$ cat config.mk
export PLATFORM = sky130hd
export DESIGN_NAME = zeroriscy_xbar_nxm
export DESIGN_NICKNAME = d
export VERILOG_FILES = /design/src/rtl/zeroriscy_xbar_nxm.sv
export SDC_FILE = /design/constraint.sdc
export NUM_CORES = 1
export LEC_CHECK = 0
export BUFFER_PORTS_ARGS = -buffer_cell sky130_fd_sc_hd__buf_2
export CAP_MARGIN = 15
export CORE_AREA = 8 8 199 201
export DETAILED_ROUTE_END_ITERATION = 7
export DIE_AREA = 0 0 207 209
export PLACE_DENSITY = 0.42
export SLEW_MARGIN = 20
export SYNTH_ARGS = -nofsm -noshare
export SYNTH_HDL_FRONTEND = slang
export SYNTH_SLANG_ARGS = --single-unit
$ cat constraint.sdc
create_clock -name clk -period 2.6 [get_ports clk]
set_clock_uncertainty 0.1 [all_clocks]
set_input_delay 0 -clock clk [delete_from_list [all_inputs] [get_ports clk]]
set_output_delay 0 -clock clk [all_outputs]
set_load 0.005 [all_outputs]
$ cat src/rtl/zeroriscy_xbar_nxm.sv
// rtl/zeroriscy_xbar_nxm.sv - NM x NS req/gnt/rvalid crossbar with round-robin arbitration and in-order response routing
// Unmapped addresses are answered one cycle later by an internal error responder.
`timescale 1ns/1ps
module zeroriscy_xbar_nxm #(
  parameter int NM = 2,
  parameter int NS = 3,
  parameter int AW = 32,
  parameter int DW = 32,
  parameter logic [NS*AW-1:0] SLV_BASE = {32'h0000_0000, 32'h8010_0000, 32'h8000_0000},
  parameter logic [NS*AW-1:0] SLV_MASK = {32'h0000_0000, 32'hFFF0_0000, 32'hFFF0_0000}
) (
  input  logic                 clk,
  input  logic                 resetn,
  input  logic [NM-1:0]        m_req,
  input  logic [NM-1:0]        m_we,
  input  logic [NM*(DW/8)-1:0] m_be,
  input  logic [NM*AW-1:0]     m_addr,
  input  logic [NM*DW-1:0]     m_wdata,
  output logic [NM-1:0]        m_gnt,
  output logic [NM-1:0]        m_rvalid,
  output logic [NM*DW-1:0]     m_rdata,
  output logic [NM-1:0]        m_err,
  output logic [NS-1:0]        s_req,
  output logic [NS-1:0]        s_we,
  output logic [NS*(DW/8)-1:0] s_be,
  output logic [NS*AW-1:0]     s_addr,
  output logic [NS*DW-1:0]     s_wdata,
  input  logic [NS-1:0]        s_gnt,
  input  logic [NS-1:0]        s_rvalid,
  input  logic [NS*DW-1:0]     s_rdata,
  input  logic [NS-1:0]        s_err
);
  localparam int BW = DW/8;
  localparam int IW = (NM > 1) ? $clog2(NM) : 1;
  localparam int SW = (NS > 1) ? $clog2(NS) : 1;
  localparam int CW = $clog2(NM+1);

  logic [NM-1:0]                 pending_q;
  logic [NS-1:0][IW-1:0]         ptr_q;
  logic [NS-1:0][NM-1:0][IW-1:0] fifo_q;
  logic [NS-1:0][CW-1:0]         cnt_q;
  logic                          err_busy_q;
  logic [IW-1:0]                 err_id_q;

  logic [NM-1:0]         hit;
  logic [NM-1:0][SW-1:0] tgt;
  logic [NM-1:0]         elig;
  logic [NS-1:0]         pop;
  logic [NS-1:0]         win_vld;
  logic [NS-1:0][IW-1:0] win_id;
  logic                  err_win_vld;
  logic [IW-1:0]         err_win;

  // Lowest matching slave index wins, so scan downwards and let later hits override.
  always_comb begin
    hit = '0;
    tgt = '0;
    for (int i = 0; i < NM; i++) begin
      for (int j = NS-1; j >= 0; j--) begin
        if ((m_addr[i*AW +: AW] & SLV_MASK[j*AW +: AW]) == SLV_BASE[j*AW +: AW]) begin
          hit[i] = 1'b1;
          tgt[i] = SW'(j);
        end
      end
    end
  end

  always_comb begin
    m_rvalid = '0;
    m_rdata  = '0;
    m_err    = '0;
    pop      = '0;
    for (int j = 0; j < NS; j++) pop[j] = s_rvalid[j] && (cnt_q[j] != '0);
    for (int i = 0; i < NM; i++) begin
      for (int j = 0; j < NS; j++) begin
        if (pop[j] && fifo_q[j][0] == IW'(i)) begin
          m_rvalid[i]         = 1'b1;
          m_rdata[i*DW +: DW] = s_rdata[j*DW +: DW];
          m_err[i]            = s_err[j];
        end
      end
      if (err_busy_q && err_id_q == IW'(i)) begin
        m_rvalid[i]         = 1'b1;
        m_err[i]            = 1'b1;
        m_rdata[i*DW +: DW] = '0;
      end
    end
  end

  // A response arriving this cycle frees the master for a new grant in the same cycle.
  assign elig = m_req & (~pending_q | m_rvalid);

  always_comb begin
    win_vld     = '0;
    win_id      = '0;
    s_req       = '0;
    s_we        = '0;
    s_be        = '0;
    s_addr      = '0;
    s_wdata     = '0;
    m_gnt       = '0;
    err_win_vld = 1'b0;
    err_win     = '0;
    for (int j = 0; j < NS; j++) begin
      for (int o = 0; o < NM; o++) begin
        for (int i = 0; i < NM; i++) begin
          if (!win_vld[j] && elig[i] && hit[i] && tgt[i] == SW'(j) &&
              ((int'(ptr_q[j]) + o) % NM) == i) begin
            win_vld[j]          = 1'b1;
            win_id[j]           = IW'(i);
            s_req[j]            = 1'b1;
            s_we[j]             = m_we[i];
            s_be[j*BW +: BW]    = m_be[i*BW +: BW];
            s_addr[j*AW +: AW]  = m_addr[i*AW +: AW];
            s_wdata[j*DW +: DW] = m_wdata[i*DW +: DW];
            m_gnt[i]            = s_gnt[j];
          end
        end
      end
    end
    for (int i = 0; i < NM; i++) begin
      if (!err_win_vld && elig[i] && !hit[i]) begin
        err_win_vld = 1'b1;
        err_win     = IW'(i);
        m_gnt[i]    = 1'b1;
      end
    end
  end

  always_ff @(posedge clk) begin
    if (!resetn) begin
      pending_q  <= '0;
      ptr_q      <= '0;
      fifo_q     <= '0;
      cnt_q      <= '0;
      err_busy_q <= 1'b0;
      err_id_q   <= '0;
    end else begin
      pending_q  <= (pending_q & ~m_rvalid) | m_gnt;
      err_busy_q <= err_win_vld;
      err_id_q   <= err_win;
      for (int j = 0; j < NS; j++) begin
        if (pop[j]) begin
          for (int e = 0; e < NM-1; e++) fifo_q[j][e] <= fifo_q[j][e+1];
        end
        // Push lands behind the surviving entries, so a same-cycle pop at full is safe.
        if (win_vld[j] && s_gnt[j]) begin
          ptr_q[j] <= IW'((int'(win_id[j]) + 1) % NM);
          for (int e = 0; e < NM; e++) begin
            if (e == int'(cnt_q[j]) - int'(pop[j])) fifo_q[j][e] <= win_id[j];
          end
        end
        cnt_q[j] <= cnt_q[j] + CW'(win_vld[j] && s_gnt[j]) - CW'(pop[j]);
      end
    end
  end
endmodule

==> out/results.ini <==
[global_route]
grt-ovfl-total = 0
grt_pass1_wl_mm = 55.75
grt_usage = 0.1655
grt_max_degree = 68
first_global_vias = 8216
grt_antenna_before_repair = 34

[finish]
syn2layout_area_growth_pct = 74.73
final_cell_area_sq_mm = 0.008297
fill_cells = 4236
fin_nets = 1522
drive_gt1_frac = 0.4596
fin_cells = 1742

[logic_synthesis]
ys_top_cells_by_count = nand2_1, a22o_1, nand3_1, a22oi_1, clkbuf_1
synth-main-ff-cell = dfxtp_1
netlist_instances = 778
ys_seq_area_frac = 0.07167
synthDistinctLibCells = 55
ys_ff_latch = 17
yosysMostFrequentCell = nand2_1
synth_area_sq_mm = 0.004748
synth_edf_count = 0
netlist.area_leader.share = 0.2103
synth_warnings = 0
synth_area_leader_cell = a22o_1
synthTopCellsByArea = a22o_1, nand2_1, a22oi_1, nand3_1, dfxtp_1
syn_avg_cell_area_sq_um = 6.103
ys_async_sr_fraction = 0

[clocking]
cts_tree = built
insertion_delay_ns = 0.25
cts_buffers = 3
htreeDepth = 1
root_buffer = clkbuf_16
clkTransAtPathRegs_ns = 0.05
clock_sinks = 17
cts_max_path_buffers = 2

[route]
vias = 8167
via_per_inst = 4.688
drtIter0Drc = 519
drcViolationCount = 0
dr.pass1.iters = 5
routedWlPerCell_microns = 23.17
wirelength_mm = 40.36
antenna_left = 0

[flow_run]
max_cap_violations = 0

[critical_path]
arrival_ns = 2.40
cp.required_ns = 2.50
crit_type = reg -> out
end_kind = output pin
critPathMaxFanout = 29
crit_path_start_kind = flop

[floorplanning]
dieWidth_microns = 207
row_count = 70
core_area_sq_mm = 0.03626
ios = 527
initial_utilization = 0.1310
die_area_sq_mm = 0.04326
chipHeight_microns = 209

[status]
status = finished clean

[placement]
dp_cells = 1708
hpwl_mm = 32.38
port_buffers = 505
gp_congestion = 0.8352
dpl_worst_slack_ns = 0.1927
placed_area_sq_mm = 0.007913

[power]
powerDensity_mw_per_mm2 = 397.3
ir_worst_vdd_uv = 238.9
leakagePower_nw = 4.596

[sta]
min_period_over_period = 0.9608
timing.hold.ws_ns = 0.02491
tightest_slew_ns = 0.6962
layout_setup_ws_ns = 0.1019
timing.fmax_mhz = 400.3
drv_slew = 0
setup_viol = 0
relSlewSlack = 0.5359
rsz0062_at_grt = yes
finalHoldViolations = 0
tns_ns = 0
period_needed_ns = 2.498

[min_path]
hp-class = in -> reg

state kept, by name (all words and copies together) (netlist names):
register and count:
fifo_q 6, cnt_q 6, ptr_q 3, pending_q 2
power by group:
part	switching, W	internal (W)
Sequential	0.0000478	0.000311
Combinational	0.00152	0.00110
Clock	0.000107	0.000208
path summary, 6_finish.rpt:
| check | from | to | slack (ns) | cells after the start |
|---|---|---|---|---|
| worst max-delay path | cnt_q[0] | s_addr[0] | 0.10 | 10 |
| worst min-delay path | s_gnt[0] | pending_q[1] | 0.02 | 3 |
| worst max register to register | fifo_q[0] | cnt_q[1] | 0.24 | 13 |
| worst min register to register | ptr_q[1] | ptr_q[1] | 0.47 | 2 |
critical path, cell delays in order, from the launching register on:
cell       delay (ns)
dfxtp_1          0.33
o211ai_1         0.34
buf_4            0.18
nand4_1          0.07
buf_4            0.17
buf_4            0.13
a311oi_4         0.20
buf_6            0.17
clkbuf_16        0.21
a22o_1           0.18
buf_2            0.12
area by class of cell:
class / count / area (sq um) / share of cell area
Inverter: 16 / 60.06 / 0.007239
Timing Repair Buffer: 556 / 3169 / 0.3820
Antenna cell: 12 / 30.03 / 0.003619
Clock buffer: 4 / 78.83 / 0.009501
Sequential cell: 17 / 341.6 / 0.04117
Tap cell: 468 / 585.6 / 0.07058
Multi-Input combinational cell: 669 / 4031 / 0.4859
layout by cell type, fill, tap and decap left out, drive strengths merged, types with 6 or more instances in the layout:
cell      n
inv      15
clkbuf    9
a21oi    41
conb     21
diode    12
and2      7
nand2   185
nor2     48
buf     548
ha       12
o21ai    45
nand3    71
a22o    114
xnor2     6
a22oi    66
dfxtp    17
stage by stage:
stage,utilization,power [W]
CTS,0.2212,0.003254
global placement,0.2182,0.002920
finish,0.2288,0.003296
global route,0.2282,0.003628
floorplan,-,0.001565
detailed placement,0.2182,0.002918
routing by layer:
layer,share of wire,routed length [microns],GRT usage,vias to the layer above
met5,0.0031,126,0,-
met4,0.022,883,0.03303,18
met3,0.089,3584,0.05522,66
met2,0.53,21480,0.3274,456
met1,0.35,14280,0.1655,3813
li1,-,-,-,3814
cell families after synthesis:
family	share of synthesized area
simple gates	0.3109
compound gates	0.4495
buf+inv	0.1157
flops	0.07167
fa+ha+maj	0.03162
xor+xnor	0.01107
mux	0.008696
other cells	0.0007898
what timing repair did:
action                     CTS  global route
gates resized for setup      0            11
buffers inserted             0            10
hold buffers                 3             0
hold endpoints to repair     4             0
setup endpoints to repair    0           187
(Power assumes the default switching activity.)
